$ cat config.mk
export PLATFORM = sky130hd
export DESIGN_NAME = tug_match_controller_flat
export DESIGN_NICKNAME = d
export VERILOG_FILES = /design/src/rtl/tug_match_controller_if.sv /design/src/rtl/tug_match_controller.sv /design/src/flat_wrapper.sv
export SDC_FILE = /design/constraint.sdc
export NUM_CORES = 1
export LEC_CHECK = 0
export CAP_MARGIN = 30
export CORE_MARGIN = 1
export CORE_UTILIZATION = 47
export CTS_CLUSTER_SIZE = 16
export DETAILED_ROUTE_END_ITERATION = 6
export GPL_TIMING_DRIVEN = 0
export HOLD_SLACK_MARGIN = 0.08
export PLACE_DENSITY = 0.85
export SYNTH_ARGS = -nofsm -noshare
export SYNTH_HDL_FRONTEND = slang
export SYNTH_SLANG_ARGS = --single-unit
$ cat constraint.sdc
create_clock -name clk -period 3.43 [get_ports clk]
set_clock_uncertainty 0.15 [all_clocks]
set_input_delay 0.686 -clock clk [delete_from_list [all_inputs] [get_ports clk]]
set_output_delay 0.686 -clock clk [all_outputs]
set_load 0.02 [all_outputs]
$ cat src/rtl/tug_match_controller_if.sv
// Press/row inputs and score/step outputs shared by the tug-of-war match controller.
// The master side drives requests and light position; the slave side is the controller.
interface tug_match_controller_if #(
  parameter int LIGHTS  = 9,
  parameter int SCORE_W = 3
);
  logic               new_game;
  logic               new_round;
  logic               p1_press;
  logic               p2_press;
  logic [LIGHTS:1]    light_pos;
  logic               step_p1;
  logic               step_p2;
  logic               row_reset;
  logic [SCORE_W-1:0] p1_score;
  logic [SCORE_W-1:0] p2_score;
  logic               round_over;
  logic               game_over;
  logic [1:0]         winner;

  modport master (
    output new_game, new_round, p1_press, p2_press, light_pos,
    input  step_p1, step_p2, row_reset, p1_score, p2_score, round_over, game_over, winner
  );

  modport slave (
    input  new_game, new_round, p1_press, p2_press, light_pos,
    output step_p1, step_p2, row_reset, p1_score, p2_score, round_over, game_over, winner
  );
endinterface

$ cat src/rtl/tug_match_controller.sv
// Match sequencer for the tug-of-war light row: filters presses into steps,
// scores rounds when the light hits an end, recentres between rounds, stops at WIN_SCORE.
module tug_match_controller #(
  parameter int LIGHTS      = 9,
  parameter int WIN_SCORE   = 7,
  parameter int SCORE_W     = 3,
  parameter int HOLD_CYCLES = 8
) (
  input logic                  clk,
  input logic                  reset,
  tug_match_controller_if.slave bus
);

  localparam int HOLD_W   = (HOLD_CYCLES > 1) ? $clog2(HOLD_CYCLES) : 1;
  localparam bit AUTO_ADV = (HOLD_CYCLES != 0);
  localparam logic [HOLD_W-1:0]  HOLD_LAST = AUTO_ADV ? HOLD_W'(HOLD_CYCLES - 1) : '0;
  localparam logic [SCORE_W-1:0] WIN_VAL   = SCORE_W'(WIN_SCORE);

  typedef enum logic [1:0] {ROW_CLR, PLAY, ROUND_END, GAME_OVER} state_t;

  state_t              state, state_nxt;
  logic [SCORE_W-1:0]  p1_score_q, p2_score_q, p1_nxt, p2_nxt;
  logic [1:0]          winner_q, winner_nxt;
  logic [HOLD_W-1:0]   hold_cnt, hold_nxt;
  logic                step_p1_q, step_p2_q, row_reset_q;
  logic                step_p1_nxt, step_p2_nxt, row_reset_nxt;
  logic                round_over_q, game_over_q;
  logic                round_over_nxt, game_over_nxt;
  logic                p1_end, p2_end;

  // Scores saturate at WIN_SCORE so a stray win can never wrap the counter.
  function automatic logic [SCORE_W-1:0] sat_inc(input logic [SCORE_W-1:0] s);
    return (s >= WIN_VAL) ? WIN_VAL : s + 1'b1;
  endfunction

  assign p1_end = bus.light_pos[LIGHTS];
  assign p2_end = bus.light_pos[1];

  always_comb begin
    state_nxt     = state;
    p1_nxt        = p1_score_q;
    p2_nxt        = p2_score_q;
    winner_nxt    = winner_q;
    hold_nxt      = hold_cnt;
    step_p1_nxt   = 1'b0;
    step_p2_nxt   = 1'b0;
    row_reset_nxt = 1'b0;

    if (bus.new_game) begin
      state_nxt  = ROW_CLR;
      p1_nxt     = '0;
      p2_nxt     = '0;
      winner_nxt = 2'b00;
      hold_nxt   = '0;
    end else begin
      unique case (state)
        ROW_CLR: begin
          row_reset_nxt = 1'b1;
          state_nxt     = PLAY;
        end
        PLAY: begin
          if (p1_end && p2_end) begin
            // Both ends lit means the row is corrupt: recentre without scoring.
            state_nxt = ROW_CLR;
          end else if (p1_end) begin
            p1_nxt     = sat_inc(p1_score_q);
            winner_nxt = 2'b01;
            hold_nxt   = '0;
            state_nxt  = (p1_nxt == WIN_VAL) ? GAME_OVER : ROUND_END;
          end else if (p2_end) begin
            p2_nxt     = sat_inc(p2_score_q);
            winner_nxt = 2'b10;
            hold_nxt   = '0;
            state_nxt  = (p2_nxt == WIN_VAL) ? GAME_OVER : ROUND_END;
          end else begin
            step_p1_nxt = bus.p1_press & ~bus.p2_press;
            step_p2_nxt = bus.p2_press & ~bus.p1_press;
          end
        end
        ROUND_END: begin
          if (bus.new_round || (AUTO_ADV && hold_cnt == HOLD_LAST)) begin
            state_nxt = ROW_CLR;
            hold_nxt  = '0;
          end else begin
            hold_nxt = hold_cnt + 1'b1;
          end
        end
        GAME_OVER: ;
        default: state_nxt = ROW_CLR;
      endcase
    end

    round_over_nxt = (state_nxt == ROUND_END) || (state_nxt == GAME_OVER);
    game_over_nxt  = (state_nxt == GAME_OVER);
  end

  always_ff @(posedge clk) begin
    if (reset) begin
      state        <= ROW_CLR;
      p1_score_q   <= '0;
      p2_score_q   <= '0;
      winner_q     <= 2'b00;
      hold_cnt     <= '0;
      step_p1_q    <= 1'b0;
      step_p2_q    <= 1'b0;
      row_reset_q  <= 1'b0;
      round_over_q <= 1'b0;
      game_over_q  <= 1'b0;
    end else begin
      state        <= state_nxt;
      p1_score_q   <= p1_nxt;
      p2_score_q   <= p2_nxt;
      winner_q     <= winner_nxt;
      hold_cnt     <= hold_nxt;
      step_p1_q    <= step_p1_nxt;
      step_p2_q    <= step_p2_nxt;
      row_reset_q  <= row_reset_nxt;
      round_over_q <= round_over_nxt;
      game_over_q  <= game_over_nxt;
    end
  end

  assign bus.step_p1    = step_p1_q;
  assign bus.step_p2    = step_p2_q;
  assign bus.row_reset  = row_reset_q;
  assign bus.p1_score   = p1_score_q;
  assign bus.p2_score   = p2_score_q;
  assign bus.winner     = winner_q;
  assign bus.round_over = round_over_q;
  assign bus.game_over  = game_over_q;

endmodule

$ cat src/flat_wrapper.sv
// flat-port wrapper written by rule: the top's interface ports become plain ports
module tug_match_controller_flat 
#(
  parameter int LIGHTS      = 9,
  parameter int WIN_SCORE   = 7,
  parameter int SCORE_W     = 3,
  parameter int HOLD_CYCLES = 8
)
  (clk, reset, bus_new_game, bus_new_round, bus_p1_press, bus_p2_press, bus_light_pos, bus_step_p1, bus_step_p2, bus_row_reset, bus_p1_score, bus_p2_score, bus_round_over, bus_game_over, bus_winner);
  tug_match_controller_if #(.LIGHTS(LIGHTS), .SCORE_W(SCORE_W)) bus_i ();
  input logic clk;
  input logic reset;
  input wire logic [$bits(bus_i.new_game)-1:0] bus_new_game;
  input wire logic [$bits(bus_i.new_round)-1:0] bus_new_round;
  input wire logic [$bits(bus_i.p1_press)-1:0] bus_p1_press;
  input wire logic [$bits(bus_i.p2_press)-1:0] bus_p2_press;
  input wire logic [$bits(bus_i.light_pos)-1:0] bus_light_pos;
  output wire logic [$bits(bus_i.step_p1)-1:0] bus_step_p1;
  output wire logic [$bits(bus_i.step_p2)-1:0] bus_step_p2;
  output wire logic [$bits(bus_i.row_reset)-1:0] bus_row_reset;
  output wire logic [$bits(bus_i.p1_score)-1:0] bus_p1_score;
  output wire logic [$bits(bus_i.p2_score)-1:0] bus_p2_score;
  output wire logic [$bits(bus_i.round_over)-1:0] bus_round_over;
  output wire logic [$bits(bus_i.game_over)-1:0] bus_game_over;
  output wire logic [$bits(bus_i.winner)-1:0] bus_winner;
  assign bus_i.new_game = bus_new_game;
  assign bus_i.new_round = bus_new_round;
  assign bus_i.p1_press = bus_p1_press;
  assign bus_i.p2_press = bus_p2_press;
  assign bus_i.light_pos = bus_light_pos;
  assign bus_step_p1 = bus_i.step_p1;
  assign bus_step_p2 = bus_i.step_p2;
  assign bus_row_reset = bus_i.row_reset;
  assign bus_p1_score = bus_i.p1_score;
  assign bus_p2_score = bus_i.p2_score;
  assign bus_round_over = bus_i.round_over;
  assign bus_game_over = bus_i.game_over;
  assign bus_winner = bus_i.winner;
  tug_match_controller #(.LIGHTS(LIGHTS), .WIN_SCORE(WIN_SCORE), .SCORE_W(SCORE_W), .HOLD_CYCLES(HOLD_CYCLES)) u_core (.clk(clk), .reset(reset), .bus(bus_i));
endmodule
==> flow_summary.yaml, run 1 <==
sta:
  finalCritPeriodShare: 0.698
  hold_viol_final: 0
  slew_violations: 0
  setup_viol: 0
  relSlewSlack: 0.649
  setup_tns_ns: 0
  max_clock_freq_mhz: 418
  rsz0062_at_grt: "false"
  fin_crit_ns: 2.39
  worst_pin_slew_ns: 0.520
cts:
  clk_pin_slew_ns: 0.10
  root_buffer: "clkbuf_4"
  htreeDepth: 1
  clkLatencyLatePin_ns: 0.29
  cts_tree: "built"
  cts_hold_buffers: 0
  cts_sinks: 18
  cts.path.max_buffers: 2
  cts.repair.resized: 0
  post_cts_buffers: 0
  cts_buffers: 3
global_routing:
  track_usage: 0.186
  grt-ovfl-total: 0
  grt_pass1_wl_mm: 2.64
  grt_pass1_vias: 633
  antenna_found_initial: 0
  grt_start_max_net_pins: 11
placement:
  gp_congestion: 0.763
  dp_hpwl_mm: 1.21
  port_buffers: 20
  dpl_cell_area_um2: 1090
finish:
  fin_area_um2: 1130
  area_growth_pct: 31.1
  drive_above_1_share: 0.100
  nets: 135
  diodes: 0
  nFillCells: 151
  utilization: 0.653
synth:
  syn_inst: 86
  ys_types: 34
  synth.most_common_cell: "dfxtp_1"
  synth_edf_count: 0
  syn_nets: 110
  synth.top_cells.by_area: "dfxtp_1, ha_1, nor2_1"
  async_flop_share: 0
  seq_area_frac_synth: 0.419
  syn_area_per_cell_um2: 10.0
  netlist_area_um2: 860
  synth.ff_latch_count: 18
  ys_warn_count: 0
  ys.flop_type: "dfxtp_1"
  synth_common_cells: "dfxtp_1, ha_1, nor2_1"
  synth_top_area_frac: 0.419
  synth_area_leader_cell: "dfxtp_1"
critical_path:
  arrival_ns: 2.43
  crit_chain: "clkdlybuf4s50_1, inv_1, ha_1, or4b_4, a32oi_1, nor2_1"
  critical_path_required_ns: 3.47
  critPathLaunchType: "primary input"
  critPathMaxFanout: 7
  critPathKind: "primary input to register"
  endpoint_kind: "register"
  cpMaxStageDelayCell: "clkdlybuf4s50_1"
  slowest_delay_ns: 0.63
power:
  p_int_mw: 0.300
  pwr-share-comb: 0.114
  worst_ir_drop_vdd_v: 0.000267
  powerDensity_nw_per_um2: 347
  p_leak_nw: 0.467
  power_mw: 0.391
  p_sw_mw: 0.0910
  pwr-share-clk: 0.336
  seqPwrFrac: 0.550
  p_sw_frac: 0.233
routing:
  wl_mm: 1.60
  vias_per_cell: 5.39
  ant_nets: 0
  dr.first_iter.drc_count: 13
  drc: 0
  dr.pass1.iters: 4
  vias: 727
  wire_per_inst_um: 11.9
floorplan:
  start_util: 0.498
  die_area_um2: 2000
  core_um2: 1730
  dieHeight_um: 44.8
  die_w_um: 44.8
  rows: 15
  num_io_pins: 28
job:
  drv_cap: 0
min_path:
  min_path_type: "register to register"
outcome:
  status: "finished clean"
[cell families after synthesis]
| family | count (synthesis) | synth area share |
|---|---|---|
| AO/OA/AOI/OAI | 19 | 0.169 |
| XOR/XNOR | 1 | 0.0102 |
| adder cells (fa/ha/maj) | 9 | 0.131 |
| buffers and inverters | 4 | 0.0218 |
| flip-flops | 18 | 0.419 |
| multiplexers | 2 | 0.0233 |
| AND/OR/NAND/NOR | 33 | 0.226 |
[through the flow]
stage | hold WS [ns] | cells | setup WS [ns]
floorplan | 0.306 | 86 | 1.49
global placement | 0.318 | 131 | 0.747
detailed placement | 0.328 | 131 | 0.738
CTS | 0.344 | 135 | 1.06
global route | 0.399 | 135 | 0.943
finish | 0.340 | 135 | 1.04
[worst max-delay path: cells and delay by family]
family / cells / cell delay [ns]
AOI/OAI and AO/OA: 1 / 0.20
buffers and inverters: 2 / 0.74
and+or+nand+nor: 2 / 0.59
adders and majority gates: 1 / 0.21
[layer usage]
layer,share of wire,global-route usage
met5,0,0
met3,0.029,0.0360
met1,0.47,0.221
met2,0.47,0.294
met4,0.030,0.145
[final timing paths]
kind                                            start                              end  slack [ns]  cells after the start
setup / recovery                     bus_light_pos[8]  u_core.hold_cnt[2]$_SDFFE_PP0P_        1.04                      6
hold / removal        u_core.hold_cnt[0]$_SDFFE_PP0P_  u_core.hold_cnt[0]$_SDFFE_PP0P_        0.34                      2
setup reg to reg  u_core.bus.p2_score[0]$_SDFFE_PP0P_  u_core.bus.game_over$_SDFF_PP0_        1.72                      5
hold reg to reg       u_core.hold_cnt[0]$_SDFFE_PP0P_  u_core.hold_cnt[0]$_SDFFE_PP0P_        0.34                      2
[layout by cell type, fill, tap and decap left out]
master / count
o21ai_0: 3
nor2_1: 9
a31oi_1: 3
xor2_1: 1
nand2b_1: 1
buf_4: 1
clkbuf_8: 1
clkbuf_4: 3
clkbuf_1: 1
ha_1: 9
a22oi_1: 1
mux2i_1: 2
dfxtp_1: 18
nand2_1: 2
and2b_2: 1
and2_1: 1
nor3_1: 2
clkdlybuf4s50_1: 20
o2111a_1: 2
nor4_1: 1
nor2b_1: 1
a21oi_1: 3
inv_1: 2
nand3_1: 4
or4b_4: 1
or2_2: 1
or2b_1: 1
o221a_2: 2
and3b_1: 1
nand3b_1: 2
nand4_1: 1
nor3b_1: 3
o211a_1: 1
nor4b_1: 1
a32oi_1: 2
o21bai_1: 1
a31o_2: 1
[sequential cells by signal, indices dropped and copies added (netlist names)]
register and cells:
u_core.hold_cnt 3, u_core.bus.row_reset 1, u_core.bus.p2_score 3, u_core.bus.step_p2 1, u_core.bus.step_p1 1, u_core.bus.p1_score 3
u_core.state 2, u_core.bus.winner 2, u_core.bus.round_over 1, u_core.bus.game_over 1
[area by class of cell]
cell class | count | area (µm²) | share of cell area
plain buffers | 2 | 11.3 | 0.00999
clock buffers | 4 | 36.3 | 0.0322
inverters | 2 | 7.51 | 0.00666
multi-input cells | 64 | 480 | 0.426
flip-flops and latches | 18 | 360 | 0.320
well taps | 25 | 31.3 | 0.0277
repair buffers | 20 | 200 | 0.178
[power by group through the flow]
| stage | Combinational, mW | Sequential [mW] | Clock (mW) |
|---|---|---|---|
| after floorplan | 0.0218 | 0.223 | 0 |
| after global placement | 0.0433 | 0.220 | 0 |
| after detailed placement | 0.0445 | 0.220 | 0 |
| after CTS | 0.0448 | 0.215 | 0.135 |
| after global routing | 0.0489 | 0.216 | 0.147 |
| final | 0.0446 | 0.215 | 0.131 |
Power figures use the tool's default switching activity.
==> run 2, diff against run 1 <==
Settings changed: CORE_UTILIZATION 47 to 44, PLACE_DENSITY 0.85 to 0.81.
Clock period 3.43 ns to 2.4 ns, I/O delays scaled along.
==> run 2 against run 1 <==
Effect of this change: die area increased by 6.5%; register-to-register slack got worse by 1.1 ns; clock power increased by 43%; routed wire length increased by 2.2%; combinational power increased by 44%; sequential cell count unchanged; worst setup slack got worse by 0.86 ns; first-iteration DRC count decreased by 77%; power increased by 43%; via count increased by 2.3%; sequential power increased by 43%; largest power group unchanged.
==> flow_summary.yaml, run 2 (synthesis gave the netlist of run 1 again) <==
min_path:
  min-delay-start: "u_core.hold_cnt[0]$_SDFFE_PP0P_"
  hold_depth: 2
  min_to: "u_core.hold_cnt[0]$_SDFFE_PP0P_"
  min_path_type: "register to register"
sta:
  whs_ns: 0.363
  slew_violations: 0
  rsz0062_at_grt: "false"
  fin_crit_ns: 2.22
  setup_viol: 0
  setup_tns_ns: 0
  relSlewSlack: 0.649
  max_clock_freq_mhz: 450
  worst_pin_slew_ns: 0.519
  finalCritPeriodShare: 0.926
  hold_viol_final: 0
critical_path:
  critPathKind: "primary input to register"
  endpoint_kind: "register"
  critical_path_required_ns: 2.43
  critPathLaunchType: "primary input"
  timing.rr.start: "u_core.bus.p2_score[0]$_SDFFE_PP0P_"
  reg2regPathDepth: 5
  cpMaxStageDelayCell: "clkdlybuf4s50_1"
  critPathMaxFanout: 7
  reg2reg_slack_ns: 0.64
  slowest_delay_ns: 0.63
  crit_chain: "clkdlybuf4s50_1, inv_1, ha_1, or4b_4, a32oi_1, nor2_1"
  r2r_end: "u_core.bus.game_over$_SDFF_PP0_"
  arrival_ns: 2.25
power:
  worst_ir_drop_vdd_v: 0.000407
  pwr-share-clk: 0.335
  p_sw_mw: 0.130
  p_sw_frac: 0.233
  power_mw: 0.559
  p_leak_nw: 0.467
  seqPwrFrac: 0.550
  powerDensity_nw_per_um2: 496
  p_int_mw: 0.429
  pwr-share-comb: 0.115
routing:
  dr.pass1.iters: 4
  wl_mm: 1.64
  vias: 744
  wire_per_inst_um: 12.1
  dr.first_iter.drc_count: 3
  ant_nets: 0
  drc: 0
  vias_per_cell: 5.51
finish:
  area_growth_pct: 31.1
  final_common_cell: "clkdlybuf4s50_1"
  nets: 135
  drive_above_1_share: 0.100
  diodes: 0
  multiInputGateArea_um2: 480
  utilization: 0.632
  layout_common_cells: "clkdlybuf4s50_1, dfxtp_1, nor2_1, ha_1, nand3_1"
  regArea_um2: 360
  fin_cells: 135
  nFillCells: 161
placement:
  gp_congestion: 0.788
  dp_hpwl_mm: 1.30
  port_buffers: 20
  dp_cells: 131
cts:
  clkLatencyLatePin_ns: 0.30
  post_cts_buffers: 0
  cts_hold_buffers: 0
  cts.path.max_buffers: 2
  htreeDepth: 1
  root_buffer: "clkbuf_4"
  clk_pin_slew_ns: 0.09
  cts_tree: "built"
  cts_buffers: 3
  cts_sinks: 18
  cts.repair.resized: 0
job:
  drv_cap: 0
global_routing:
  grt_start_max_net_pins: 11
  antenna_found_initial: 0
  grt-ovfl-total: 0
  grt_pass1_vias: 664
  grt_pass1_wl_mm: 2.77
  track_usage: 0.184
floorplan:
  core_um2: 1780
  die_area_um2: 2130
  dieHeight_um: 46.2
  start_util: 0.482
  rows: 15
  num_io_pins: 28
  die_w_um: 46.2
outcome:
  status: "finished clean"
## run 2: cell counts in the layout (fill, tap and decap cells not counted)
No cell type changed its count.
## run 2: cell type report
cell class                 instances  area share
multi-input combinational         64       0.426
sequential                        18       0.320
buffer                             2     0.00999
timing repair buffer              20       0.178
clock buffer                       4      0.0322
inverter                           2     0.00666
tap                               25      0.0277
## run 2: layer usage
layer,up-vias,GRT usage,share of wire
li1,372,-,-
met1,347,0.209,0.45
met2,21,0.324,0.50
met3,4,0.0588,0.041
met4,0,0.0529,0.011
met5,-,0,0
## run 2: worst max path at each step
stage | startpoint | end | slack [ns] | cells after the start
floorplan | bus_light_pos[0] | u_core.hold_cnt[1]$_SDFFE_PP0P_ | 0.66 | 5
global placement | bus_light_pos[8] | u_core.hold_cnt[1]$_SDFFE_PP0P_ | -0.08 | 6
detailed placement | bus_light_pos[8] | u_core.hold_cnt[1]$_SDFFE_PP0P_ | -0.13 | 6
CTS | bus_light_pos[8] | u_core.hold_cnt[1]$_SDFFE_PP0P_ | 0.18 | 6
global route | bus_light_pos[8] | u_core.hold_cnt[2]$_SDFFE_PP0P_ | 0.09 | 6
finish | bus_light_pos[8] | u_core.hold_cnt[1]$_SDFFE_PP0P_ | 0.18 | 6
## run 2: per-stage QoR
step           cell area [µm²]  setup slack [ns]
5_1_grt                   1130            0.0861
2_1_floorplan              860             0.663
4_1_cts                   1130             0.183
3_5_place_dp              1090            -0.130
6_report                  1130             0.178
3_3_place_gp              1090           -0.0817
## run 2: critical path: cells and delay by family
family,cells,cell delay (ns)
buffers and inverters,2,0.74
and+or+nand+nor,2,0.60
AOI/OAI and AO/OA,1,0.22
adders and majority gates,1,0.21
## run 2: power by group through the flow
stage | sequential (mW) | clock (mW) | combinational (mW)
floorplan | 0.318 | 0 | 0.0311
global route | 0.308 | 0.206 | 0.0703
finish | 0.307 | 0.187 | 0.0641
global placement | 0.314 | 0 | 0.0623
CTS | 0.307 | 0.192 | 0.0642
detailed placement | 0.314 | 0 | 0.0638
